**config.mk**
```make
export PLATFORM = sky130hd
export DESIGN_NAME = alu_op_sequencer_flat
export DESIGN_NICKNAME = d
export VERILOG_FILES = /design/src/rtl/alu_op_sequencer_pkg.sv /design/src/rtl/alu_op_sequencer_if.sv /design/src/rtl/alu_op_sequencer_onehot_dec.sv /design/src/rtl/alu_op_sequencer.sv /design/src/flat_wrapper.sv
export SDC_FILE = /design/constraint.sdc
export NUM_CORES = 1
export LEC_CHECK = 0
export BUFFER_PORTS_ARGS = -buffer_cell sky130_fd_sc_hd__buf_4
export CORE_UTILIZATION = 32
export CTS_CLUSTER_DIAMETER = 200
export DETAILED_ROUTE_END_ITERATION = 7
export HOLD_SLACK_MARGIN = 0.06
export PLACE_DENSITY_LB_ADDON = 0.2
export SKIP_LAST_GASP = 1
export SLEW_MARGIN = 10
export SYNTH_ARGS = -nofsm -noshare
export SYNTH_HDL_FRONTEND = slang
export SYNTH_SLANG_ARGS = --single-unit
```
**constraint.sdc**
```tcl
create_clock -name Clock -period 1.57 [get_ports Clock]
set_clock_uncertainty 0.2 [all_clocks]
set_input_delay 0.314 -clock Clock [delete_from_list [all_inputs] [get_ports Clock]]
set_output_delay 0.314 -clock Clock [all_outputs]
set_load 0.01 [all_outputs]
```
**src/rtl/alu_op_sequencer_pkg.sv**
```systemverilog
// Shared CPU definitions: ALU op codes, command types, sequencer states and
// the per-state datapath strobe pattern.
package cpu_pkg;

    localparam logic [4:0] OP_ADD = 5'b00000;
    localparam logic [4:0] OP_SUB = 5'b00001;
    localparam logic [4:0] OP_AND = 5'b00010;
    localparam logic [4:0] OP_OR  = 5'b00011;
    localparam logic [4:0] OP_SHR = 5'b00100;
    localparam logic [4:0] OP_SHL = 5'b00101;
    localparam logic [4:0] OP_ROL = 5'b00110;
    localparam logic [4:0] OP_ROR = 5'b00111;
    localparam logic [4:0] OP_MUL = 5'b01000;
    localparam logic [4:0] OP_DIV = 5'b01001;
    localparam logic [4:0] OP_NEG = 5'b01010;
    localparam logic [4:0] OP_NOT = 5'b01011;

    typedef enum logic [1:0] {
        CMD_LOAD = 2'd0,
        CMD_ALU2 = 2'd1,
        CMD_ALU1 = 2'd2,
        CMD_WIDE = 2'd3
    } cmd_type_e;

    typedef enum logic [2:0] {
        ST_IDLE = 3'd0,
        ST_S1   = 3'd1,
        ST_S2   = 3'd2,
        ST_S3   = 3'd3,
        ST_S4   = 3'd4,
        ST_DONE = 3'd5
    } state_e;

    typedef struct packed {
        logic loin;
        logic hiin;
        logic zhighout;
        logic zlowout;
        logic zhighin;
        logic zlowin;
        logic yin;
        logic mdrout;
        logic mdrin;
        logic read;
    } strobes_t;

    // Scalar strobes for a given state of a given command; register strobes are decoded separately.
    function automatic strobes_t strobes_for(input state_e st, input cmd_type_e ty);
        strobes_t s;
        s = '0;
        case (st)
            ST_S1: begin
                if (ty == CMD_LOAD) begin
                    s.read  = 1'b1;
                    s.mdrin = 1'b1;
                end else if (ty == CMD_ALU1) begin
                    s.zlowin  = 1'b1;
                    s.zhighin = 1'b1;
                end else begin
                    s.yin = 1'b1;
                end
            end
            ST_S2: begin
                if (ty == CMD_LOAD) begin
                    s.mdrout = 1'b1;
                end else if (ty == CMD_ALU1) begin
                    s.zlowout = 1'b1;
                end else begin
                    s.zlowin  = 1'b1;
                    s.zhighin = 1'b1;
                end
            end
            ST_S3: begin
                s.zlowout = 1'b1;
                if (ty == CMD_WIDE) begin
                    s.loin = 1'b1;
                end else begin
                    s.loin = 1'b0;
                end
            end
            ST_S4: begin
                s.zhighout = 1'b1;
                s.hiin     = 1'b1;
            end
            default: s = '0;
        endcase
        return s;
    endfunction

endpackage

```
**src/rtl/alu_op_sequencer_if.sv**
```systemverilog
// Command handshake between the instruction decoder (master) and the
// ALU op sequencer (slave).
interface alu_op_sequencer_if
    import cpu_pkg::*;
#(
    parameter int NREG = 16,
    parameter int RW   = $clog2(NREG),
    parameter int OPW  = 5,
    parameter int DW   = 32
);
    logic            cmd_valid;
    logic            cmd_ready;
    cmd_type_e       cmd_type;
    logic [OPW-1:0]  cmd_op;
    logic [RW-1:0]   cmd_rd;
    logic [RW-1:0]   cmd_rs;
    logic [RW-1:0]   cmd_rt;
    logic [DW-1:0]   cmd_imm;

    modport master (
        output cmd_valid, cmd_type, cmd_op, cmd_rd, cmd_rs, cmd_rt, cmd_imm,
        input  cmd_ready
    );

    modport slave (
        input  cmd_valid, cmd_type, cmd_op, cmd_rd, cmd_rs, cmd_rt, cmd_imm,
        output cmd_ready
    );
endinterface

```
**src/rtl/alu_op_sequencer_onehot_dec.sv**
```systemverilog
// Register index to one-hot strobe vector; all zeros when not enabled.
module onehot_dec #(
    parameter int NREG = 16,
    parameter int RW   = $clog2(NREG)
) (
    input  logic [RW-1:0]   idx,
    input  logic            en,
    output logic [NREG-1:0] vec
);

    // Single-bit decode of idx, gated by en
    always_comb begin
        vec = '0;
        if (en) begin
            vec[idx] = 1'b1;
        end else begin
            vec = '0;
        end
    end

endmodule

```
**src/rtl/alu_op_sequencer.sv**
```systemverilog
// Control sequencer: turns one register-transfer command into the per-cycle
// strobe pattern for data_path, then pulses done.
module alu_op_sequencer
    import cpu_pkg::*;
#(
    parameter int NREG = 16,
    parameter int RW   = $clog2(NREG),
    parameter int OPW  = 5,
    parameter int DW   = 32
) (
    input  logic             Clock,
    input  logic             clear,
    alu_op_sequencer_if.slave cmd,
    output logic [DW-1:0]    Mdatain,
    output logic             Read,
    output logic             MDRin,
    output logic             MDRout,
    output logic             Yin,
    output logic             Zlowin,
    output logic             ZHighin,
    output logic             Zlowout,
    output logic             Zhighout,
    output logic             HIin,
    output logic             LOin,
    output logic [NREG-1:0]  Rout,
    output logic [NREG-1:0]  Rin,
    output logic [OPW-1:0]   op,
    output logic             busy,
    output logic             done
);

    state_e          state_q, state_d;
    cmd_type_e       type_q, type_d;
    logic [RW-1:0]   rd_q, rd_d, rs_q, rs_d, rt_q, rt_d;
    logic [OPW-1:0]  op_q, op_d;
    logic [DW-1:0]   mdatain_q, mdatain_d;
    strobes_t        strb_q, strb_d;
    logic [NREG-1:0] rout_q, rout_d, rin_q, rin_d;
    logic            busy_q, busy_d, done_q, done_d;

    logic            cmd_ready_s, accept_s;
    logic            rout_en_s, rin_en_s;
    logic [RW-1:0]   rout_idx_s;

    assign cmd_ready_s   = (state_q == ST_IDLE) || (state_q == ST_DONE);
    assign accept_s      = cmd.cmd_valid && cmd_ready_s;
    assign cmd.cmd_ready = cmd_ready_s;

    // Next state, command latch, and the strobes that go with the next state
    // so every output leaves a flop in the same cycle as its state.
    always_comb begin
        state_d   = state_q;
        type_d    = type_q;
        rd_d      = rd_q;
        rs_d      = rs_q;
        rt_d      = rt_q;
        op_d      = op_q;
        mdatain_d = mdatain_q;
        case (state_q)
            ST_IDLE, ST_DONE: begin
                if (accept_s) begin
                    state_d = ST_S1;
                    type_d  = cmd.cmd_type;
                    rd_d    = cmd.cmd_rd;
                    rs_d    = cmd.cmd_rs;
                    rt_d    = cmd.cmd_rt;
                    op_d    = cmd.cmd_op;
                    if (cmd.cmd_type == CMD_LOAD) begin
                        mdatain_d = cmd.cmd_imm;
                    end else begin
                        mdatain_d = mdatain_q;
                    end
                end else begin
                    state_d = ST_IDLE;
                end
            end
            ST_S1: state_d = ST_S2;
            ST_S2: begin
                if ((type_q == CMD_LOAD) || (type_q == CMD_ALU1)) begin
                    state_d = ST_DONE;
                end else begin
                    state_d = ST_S3;
                end
            end
            ST_S3: begin
                if (type_q == CMD_WIDE) begin
                    state_d = ST_S4;
                end else begin
                    state_d = ST_DONE;
                end
            end
            ST_S4:   state_d = ST_DONE;
            default: state_d = ST_IDLE;
        endcase

        strb_d    = strobes_for(state_d, type_d);
        rout_en_s = ((state_d == ST_S1) && (type_d != CMD_LOAD)) ||
                    ((state_d == ST_S2) && ((type_d == CMD_ALU2) || (type_d == CMD_WIDE)));
        rin_en_s  = ((state_d == ST_S2) && ((type_d == CMD_LOAD) || (type_d == CMD_ALU1))) ||
                    ((state_d == ST_S3) && (type_d == CMD_ALU2));
        if (state_d == ST_S1) begin
            rout_idx_s = rs_d;
        end else begin
            rout_idx_s = rt_d;
        end
        busy_d = (state_d == ST_S1) || (state_d == ST_S2) ||
                 (state_d == ST_S3) || (state_d == ST_S4);
        done_d = (state_d == ST_DONE);
    end

    onehot_dec #(.NREG(NREG), .RW(RW)) u_rout_dec (
        .idx (rout_idx_s),
        .en  (rout_en_s),
        .vec (rout_d)
    );

    onehot_dec #(.NREG(NREG), .RW(RW)) u_rin_dec (
        .idx (rd_d),
        .en  (rin_en_s),
        .vec (rin_d)
    );

    // State and output registers; clear drops every strobe at once.
    always_ff @(posedge Clock or negedge clear) begin
        if (!clear) begin
            state_q   <= ST_IDLE;
            type_q    <= CMD_LOAD;
            rd_q      <= '0;
            rs_q      <= '0;
            rt_q      <= '0;
            op_q      <= '0;
            mdatain_q <= '0;
            strb_q    <= '0;
            rout_q    <= '0;
            rin_q     <= '0;
            busy_q    <= 1'b0;
            done_q    <= 1'b0;
        end else begin
            state_q   <= state_d;
            type_q    <= type_d;
            rd_q      <= rd_d;
            rs_q      <= rs_d;
            rt_q      <= rt_d;
            op_q      <= op_d;
            mdatain_q <= mdatain_d;
            strb_q    <= strb_d;
            rout_q    <= rout_d;
            rin_q     <= rin_d;
            busy_q    <= busy_d;
            done_q    <= done_d;
        end
    end

    assign Mdatain  = mdatain_q;
    assign Read     = strb_q.read;
    assign MDRin    = strb_q.mdrin;
    assign MDRout   = strb_q.mdrout;
    assign Yin      = strb_q.yin;
    assign Zlowin   = strb_q.zlowin;
    assign ZHighin  = strb_q.zhighin;
    assign Zlowout  = strb_q.zlowout;
    assign Zhighout = strb_q.zhighout;
    assign HIin     = strb_q.hiin;
    assign LOin     = strb_q.loin;
    assign Rout     = rout_q;
    assign Rin      = rin_q;
    assign op       = op_q;
    assign busy     = busy_q;
    assign done     = done_q;

endmodule
```
**src/flat_wrapper.sv**
```systemverilog
// flat-port wrapper written by rule: the top's interface ports become plain ports
module alu_op_sequencer_flat import cpu_pkg::*;
#(
    parameter int NREG = 16,
    parameter int RW   = $clog2(NREG),
    parameter int OPW  = 5,
    parameter int DW   = 32
)
  (Clock, clear, Mdatain, Read, MDRin, MDRout, Yin, Zlowin, ZHighin, Zlowout, Zhighout, HIin, LOin, Rout, Rin, op, busy, done, cmd_cmd_valid, cmd_cmd_type, cmd_cmd_op, cmd_cmd_rd, cmd_cmd_rs, cmd_cmd_rt, cmd_cmd_imm, cmd_cmd_ready);
  alu_op_sequencer_if #(.NREG(NREG), .RW(RW), .OPW(OPW), .DW(DW)) cmd_i ();
  input  logic Clock;
  input  logic clear;
  output logic [DW-1:0] Mdatain;
  output logic Read;
  output logic MDRin;
  output logic MDRout;
  output logic Yin;
  output logic Zlowin;
  output logic ZHighin;
  output logic Zlowout;
  output logic Zhighout;
  output logic HIin;
  output logic LOin;
  output logic [NREG-1:0] Rout;
  output logic [NREG-1:0] Rin;
  output logic [OPW-1:0] op;
  output logic busy;
  output logic done;
  input wire logic [$bits(cmd_i.cmd_valid)-1:0] cmd_cmd_valid;
  input wire logic [$bits(cmd_i.cmd_type)-1:0] cmd_cmd_type;
  input wire logic [$bits(cmd_i.cmd_op)-1:0] cmd_cmd_op;
  input wire logic [$bits(cmd_i.cmd_rd)-1:0] cmd_cmd_rd;
  input wire logic [$bits(cmd_i.cmd_rs)-1:0] cmd_cmd_rs;
  input wire logic [$bits(cmd_i.cmd_rt)-1:0] cmd_cmd_rt;
  input wire logic [$bits(cmd_i.cmd_imm)-1:0] cmd_cmd_imm;
  output wire logic [$bits(cmd_i.cmd_ready)-1:0] cmd_cmd_ready;
  assign cmd_i.cmd_valid = cmd_cmd_valid;
  assign cmd_i.cmd_type = cmd_cmd_type;
  assign cmd_i.cmd_op = cmd_cmd_op;
  assign cmd_i.cmd_rd = cmd_cmd_rd;
  assign cmd_i.cmd_rs = cmd_cmd_rs;
  assign cmd_i.cmd_rt = cmd_cmd_rt;
  assign cmd_i.cmd_imm = cmd_cmd_imm;
  assign cmd_cmd_ready = cmd_i.cmd_ready;
  alu_op_sequencer #(.NREG(NREG), .RW(RW), .OPW(OPW), .DW(DW)) u_core (.Clock(Clock), .clear(clear), .cmd(cmd_i), .Mdatain(Mdatain), .Read(Read), .MDRin(MDRin), .MDRout(MDRout), .Yin(Yin), .Zlowin(Zlowin), .ZHighin(ZHighin), .Zlowout(Zlowout), .Zhighout(Zhighout), .HIin(HIin), .LOin(LOin), .Rout(Rout), .Rin(Rin), .op(op), .busy(busy), .done(done));
endmodule
```
==> summary.txt, run 1 <==
Pwr
  • Final total power: 11.9 mW
  • Sw Pwr: 4.14 mW
  • Pwr per Cell Area: 1790 mW/mm^2
  • Fraction of power spent switching nets: 0.348
  • Static Leak: 3.04 nW
  • Part of the total power dissipated in the clock network: 0.183
  • Relative contribution of sequential cells to total power: 0.307
  • Peak supply drop: 0.966 mV
  • Logic pwr share: 0.509
  • Internal power summed over all cells: 7.78 mW

Worst setup path
  • Arrival time worst endpoint: 1.34 ns
  • Worst Path Class, Setup: reg2out
  • Top fanout value on the critical path: 2
  • Worst R2R Start: u_core.state_q[2]
  • Worst Setup EP: cmd_cmd_ready
  • Startpoint Class: flip-flop
  • Endpoint class of the critical path: primary output
  • R2R Setup Slk: -0.25 ns
  • Path depth of the worst reg2reg path: 5
  • Critical register-to-register path endpoint: u_core.Mdatain[21]
  • Critical Path Source: u_core.state_q[0]
  • Required time of the critical path: 1.06 ns

Final layout
  • Share of cells above drive strength 1: 0.498
  • Final Instance Count excl. Fillers: 693
  • Number of antenna repair diodes: 0
  • Number of fill cells: 993
  • Post-synthesis to final-layout area growth: 70.0%
  • Final net count: 595

Yosys
  • Complex-gate fraction of the synthesized area: 0.120
  • Mean cell area of the mapped netlist: 12.5 um^2
  • Combinational family with the most area after synthesis: multiplexers
  • Count of cell types in the netlist: 44
  • Cell area after synthesis: 0.00391 mm^2
  • Arithmetic-cell share of the synthesized area counting full adders, half adders and majority gates: 0
  • Share of flip-flops with an asynchronous set or reset after synthesis: 1.00
  • Parity-gate share of the synthesized area counting xor and xnor cells: 0.0141
  • Number of enable flip-flop cells after synthesis: 0
  • Ys Warns: 0
  • Multiplexer fraction of the synthesized cell area: 0.127
  • Sequential area share after synthesis: 0.583
  • Area share of and/or/nand/nor cells after synthesis: 0.119
  • Number of nets in the synthesized netlist: 366
  • Fraction of post-synthesis cell area in the top cell type by area: 0.583
  • Cells after Synth: 312
  • Flop and latch count out of synthesis: 91
  • Cell type with the largest total area after synthesis: dfrtp_1
  • Most instantiated library cell after synthesis: dfrtp_1
  • Top cells by instance count after synthesis: dfrtp_1 (91), mux2_1 (34), a21oi_1 (19)
  • Top_reg_cell synth: dfrtp_1
  • Top area cells in the synthesized netlist: dfrtp_1 (58%), mux2_1 (9.8%), mux2_2 (2.9%)

Clock network
  • Root Driver: clkbuf_16
  • Max Root-Sink Buffers: 2
  • H-tree Lvls: 3
  • Number of clock sinks: 91
  • Clock buffers created by TritonCTS: 9
  • Clock input transition at the sequential cells of the worst setup and hold paths: 0.06 ns
  • Worst-skew pair later-pin latency: 0.34 ns
  • Clock tree from TritonCTS: built

Outcome
  • Status: complete, but fails checks
  • Violated checks: setup timing

STA
  • RSZ-0062 raised after global routing: true
  • Worst-margin pin slew: 0.346 ns
  • Final setup violating endpoints: 87
  • Final hold violations: 0
  • Slew HR: 0.769
  • Worst hold slack: 0.145 ns
  • Timing-limited maximum frequency: 540 MHz
  • Final period util: 1.18
  • Fin crit period: 1.85 ns
  • Post-route setup TNS: -15.18 ns
  • Max-slew violation count: 0
  • Worst-case setup margin in the final layout: -0.282 ns

Route
  • Detailed-routing iteration count for the pre-antenna-repair pass: 4
  • Total length of routed wires: 11000 um
  • Antenna-violating nets left: 0
  • Via count: 3475
  • Post-route DRC violation count: 0
  • Vias per inst: 5.01
  • Average detailed-routed wire length per instance: 15.9 um
  • DRC marker count from the first detailed-route iteration: 125

Job
  • Maximum capacitance violations: 0

Floorplanning
  • Overall die width: 113 um
  • Count of boundary I/O pins: 136
  • Num rows: 40
  • Area inside the core boundary: 0.0120 mm^2
  • Floorplan die height: 113 um
  • Die ar.: 0.0127 mm^2
  • Effective utilization at floorplan: 0.327

Global routing
  • Global-route wire length before repair: 17600 um
  • Number of global-route vias before repair: 3492
  • Pin count of the biggest net entering global routing: 52
  • Number of antenna violations at the first check in global routing: 0
  • Overflow left after global routing: 0
  • Total routing resource utilization after global routing: 0.181

Placed design
  • Number of cells in the design after placement: 614
  • RePlAce Congestion: 0.857
  • Dpl hpwl: 7250 um
  • Number of buffers added on ports: 135

Min path
  • Origin of the worst min-delay path: cmd_cmd_rs[2]
  • Classification of the worst-slack hold path: in2reg
==> worst max-delay path, stage by stage, from the launching register on <==
cell	delay (ns)
dfrtp_2	0.41
buf_6	0.12
xor2_4	0.15
buf_8	0.13
nor2_4	0.08
buf_6	0.10
==> per-layer routing <==
metal,wire [um],vias to the layer above,GRT usage
met1,4840,1686,0.223
met2,5330,154,0.308
li1,-,1617,-
met5,0,-,0
met3,639,18,0.0448
met4,184,0,0.0693
==> cell families (layout without fill, tap and decap cells) <==
| kind of cell | Yosys count | in the layout |
|---|---|---|
| flip-flops | 91 | 91 |
| AND/OR/NAND/NOR | 76 | 77 |
| AO/OA/AOI/OAI | 70 | 70 |
| multiplexers | 44 | 44 |
| buffers and inverters | 29 | 262 |
| XOR/XNOR | 2 | 2 |
==> what timing repair did <==
item,in CTS,in global routing
gates cloned,2,2
setup endpoints to repair,86,91
hold buffers,46,0
pin swaps,14,19
hold endpoints to repair,136,0
gates resized for setup,43,35
buffers inserted,10,5
==> cell usage in the layout (no fill, tap or decap), drive strengths merged, types with 2 or more instances in the layout <==
cell type    count
nor2            10
or2              2
a211oi           3
dfrtp           91
nand2b           4
dlygate4sd3     46
o21ai            5
nand4           17
clkinv           3
or3              3
buf            193
nand2            7
clkbuf          13
nand3b           6
nand3            6
nand4b           2
nor2b           11
and2             3
o211ai          13
o22ai           12
a21oi           19
inv              6
o32ai            4
mux2            44
o2111ai          7
==> final cells by class <==
class	instances	area, um^2	area share
timing repair buffer	240	2100	0.316
tap	147	184	0.0277
clock buffer	12	256	0.0386
inverter	6	22.5	0.00339
multi-input combinational	193	1750	0.264
clock inverter	4	48.8	0.00734
sequential	91	2280	0.343
==> stage by stage <==
step | utilization | instance area (um^2) | setup slack, ns
floorplan | - | 3970 | -0.0938
global placement | 0.450 | 5390 | -0.216
detailed placement | 0.450 | 5390 | -0.243
CTS | 0.540 | 6460 | -0.282
global route | 0.556 | 6650 | -0.322
finish | 0.556 | 6650 | -0.282
==> registers in the layout (all words and copies together), names as in the netlist, 2 cells and up <==
register        count
u_core.Rin         16
u_core.rd_q         4
u_core.Rout        16
u_core.Mdatain     32
u_core.op           5
u_core.rt_q         4
u_core.state_q      3
u_core.type_q       2
==> how the worst min path moves through the flow <==
stage	endpoint	slack, ns	depth (start not counted)
final	u_core.Rout[2]	0.15	3
after detailed placement	u_core.Mdatain[20]	0.12	2
after global placement	u_core.Mdatain[20]	0.11	2
after global routing	u_core.Rout[2]	0.15	3
after CTS	u_core.Rout[2]	0.12	3
after floorplan	u_core.HIin	-0.18	0
==> power groups by stage <==
stage	Combinational, mW	Sequential (mW)	Clock [mW]
detailed placement	4.57	3.69	0
finish	6.07	3.66	2.19
global route	6.49	3.77	2.36
CTS	5.61	3.63	2.26
floorplan	2.20	3.86	0
global placement	4.51	3.67	0
Note: power is estimated with default switching activity, not from simulation.
==> run 2, diff against run 1 <==
--- a/config.mk
+++ b/config.mk
@@ -6,11 +6,13 @@
 export NUM_CORES = 1
 export LEC_CHECK = 0
 export BUFFER_PORTS_ARGS = -buffer_cell sky130_fd_sc_hd__buf_4
+export CORE_MARGIN = 2
 export CORE_UTILIZATION = 32
 export CTS_CLUSTER_DIAMETER = 200
 export DETAILED_ROUTE_END_ITERATION = 7
 export HOLD_SLACK_MARGIN = 0.06
 export PLACE_DENSITY_LB_ADDON = 0.2
+export REMOVE_ABC_BUFFERS = 1
 export SKIP_LAST_GASP = 1
 export SLEW_MARGIN = 10
 export SYNTH_ARGS = -nofsm -noshare
==> summary.txt, run 2 (synthesis results as in run 1) <==
Outcome
  • Status: complete, but fails checks
  • Violated checks: setup timing

Global routing
  • Total routing resource utilization after global routing: 0.177
  • Number of global-route vias before repair: 3524
  • Global-route wire length before repair: 18000 um
  • Number of antenna violations at the first check in global routing: 0
  • Overflow left after global routing: 0
  • Pin count of the biggest net entering global routing: 59

Final layout
  • Share of cells above drive strength 1: 0.556
  • Final Instance Count excl. Fillers: 690
  • Flip-flop count of the largest register after layout: 32
  • Most frequent cells in the layout: buf_4 (166), dfrtp_1 (90), dlygate4sd3_1 (46)
  • Final net count: 593
  • Post-synthesis to final-layout area growth: 74.4%
  • Final core utilization: 0.570
  • Number of antenna repair diodes: 0
  • Most common library cell in the layout ignoring fill and taps: buf_4

Min path
  • Classification of the worst-slack hold path: in2reg

Worst setup path
  • Worst Setup EP: cmd_cmd_ready
  • Required time of the critical path: 1.06 ns
  • Levels on crit path: 5
  • Top fanout value on the critical path: 4
  • Path depth of the worst reg2reg path: 5
  • Crit path top cell by count: buf_6
  • Top Family by Delay on Critical Path: flip-flops
  • R2R Setup Slk: -0.26 ns
  • Startpoint Class: flip-flop
  • Critical Path Source: u_core.state_q[2]
  • Count of buffer and inverter cells on the critical path: 3
  • Critical register-to-register path endpoint: u_core.Rout[0]
  • Critical path's slowest cell: dfrtp_2
  • Worst R2R Start: u_core.state_q[2]
  • Worst Path Class, Setup: reg2out
  • Arrival time worst endpoint: 1.35 ns
  • Crit-path cells: buf_12 -> xor2_4 -> buf_6 -> nor2_4 -> buf_6
  • Critical path's largest stage delay: 0.43 ns
  • Endpoint class of the critical path: primary output

Clock network
  • Root Driver: clkbuf_16
  • Max Root-Sink Buffers: 2
  • Clock buffers created by TritonCTS: 9
  • H-tree Lvls: 3
  • Worst-skew pair later-pin latency: 0.34 ns
  • Clock input transition at the sequential cells of the worst setup and hold paths: 0.06 ns
  • Number of clock sinks: 91
  • Clock tree from TritonCTS: built

Placed design
  • Number of buffers added on ports: 135
  • Setup WS pre-CTS: -0.244 ns
  • RePlAce Congestion: 0.818
  • Number of cells in the design after placement: 611
  • Dpl hpwl: 7250 um

Route
  • Post-route DRC violation count: 0
  • Via count: 3491
  • Total length of routed wires: 12000 um
  • Antenna-violating nets left: 0
  • DRC marker count from the first detailed-route iteration: 310
  • Detailed-routing iteration count for the pre-antenna-repair pass: 4
  • Vias per inst: 5.06
  • Average detailed-routed wire length per instance: 17.4 um

Floorplanning
  • Num rows: 40
  • Overall die width: 115 um
  • Area inside the core boundary: 0.0120 mm^2
  • Effective utilization at floorplan: 0.327
  • Die ar.: 0.0131 mm^2
  • Floorplan die height: 115 um
  • Count of boundary I/O pins: 136

STA
  • Worst-margin pin slew: 0.374 ns
  • Timing-limited maximum frequency: 537 MHz
  • Slew HR: 0.750
  • Fin crit period: 1.86 ns
  • Final hold violations: 0
  • Final setup violating endpoints: 88
  • Max-slew violation count: 0
  • Final period util: 1.19
  • Post-route setup TNS: -16.12 ns
  • RSZ-0062 raised after global routing: true
  • Worst-case setup margin in the final layout: -0.293 ns
  • Worst hold slack: 0.144 ns

Pwr
  • Fraction of power spent switching nets: 0.340
  • Static Leak: 3.20 nW
  • Peak supply drop: 1.02 mV
  • Logic pwr share: 0.502
  • Part of the total power dissipated in the clock network: 0.196
  • Sw Pwr: 4.19 mW
  • Relative contribution of sequential cells to total power: 0.302
  • Pwr per Cell Area: 1810 mW/mm^2
  • Internal power summed over all cells: 8.13 mW

Job
  • Maximum capacitance violations: 0
[run 2: cell types whose count changed in the layout (fill, tap and decap cells not counted), sizes merged]
cell,delta
clkinv,-2
clkinvlp,+1
bufinv,+2
nand2,-1
buf,-2
clkbuf,-1
[run 2: worst min-delay path by stage]
stage                       start                 end  slack, ns  depth (start not counted)
global placement            clear  u_core.Mdatain[11]       0.09                          2
detailed placement          clear  u_core.Mdatain[17]       0.10                          2
floorplan                   clear         u_core.HIin      -0.18                          0
global route        cmd_cmd_rs[2]      u_core.Rout[0]       0.14                          3
finish              cmd_cmd_rs[3]      u_core.Rout[3]       0.14                          3
CTS                 cmd_cmd_rs[3]      u_core.Rout[3]       0.12                          3
[run 2: power groups by stage]
stage / registers (mW) / logic (mW) / clock network (mW)
after global routing: 3.83 / 6.58 / 2.58
after detailed placement: 3.67 / 4.46 / 0
final: 3.72 / 6.19 / 2.42
after CTS: 3.65 / 5.26 / 2.50
after global placement: 3.64 / 4.37 / 0
after floorplan: 4.02 / 1.70 / 0
[run 2: layout make-up]
class	instances	area (um^2)
clock buffer	10	229
clock inverter	5	103
fill	981	5150
inverter	6	22.5
multi-input combinational	192	1900
sequential	91	2280
tap	147	184
timing repair buffer	239	2100
[run 2: worst reg2reg max path: stages, from the launching register on]
cell	delay [ns]
dfrtp_2	0.43
buf_12	0.14
xor2_4	0.14
buf_4	0.15
or4_4	0.53
o22ai_2	0.16
[run 2: what timing repair did]
item | CTS | global route
setup buffers | 12 | 4
gates cloned | 4 | 3
endpoints found under the hold margin | 136 | 0
pin swaps | 14 | 11
hold buffers | 46 | 0
resized for setup | 44 | 74
setup endpoints to repair | 84 | 91
[run 2: stage by stage]
stage,power (mW),area (um^2)
2_1_floorplan,5.72,3790
3_3_place_gp,8.02,5350
3_5_place_dp,8.13,5350
4_1_cts,11.4,6550
5_1_grt,13.0,6820
6_report,12.3,6820
[run 2: per-layer routing]
layer  GRT usage  wire length [um]  vias to the layer above  part of all wire
met5           0                 0                        -                 0
met4      0.0610               167                        0             0.014
met3      0.0466               802                       11             0.067
met2       0.289              5850                      142              0.49
met1       0.227              5220                     1729              0.43
li1            -                 -                     1609                 -
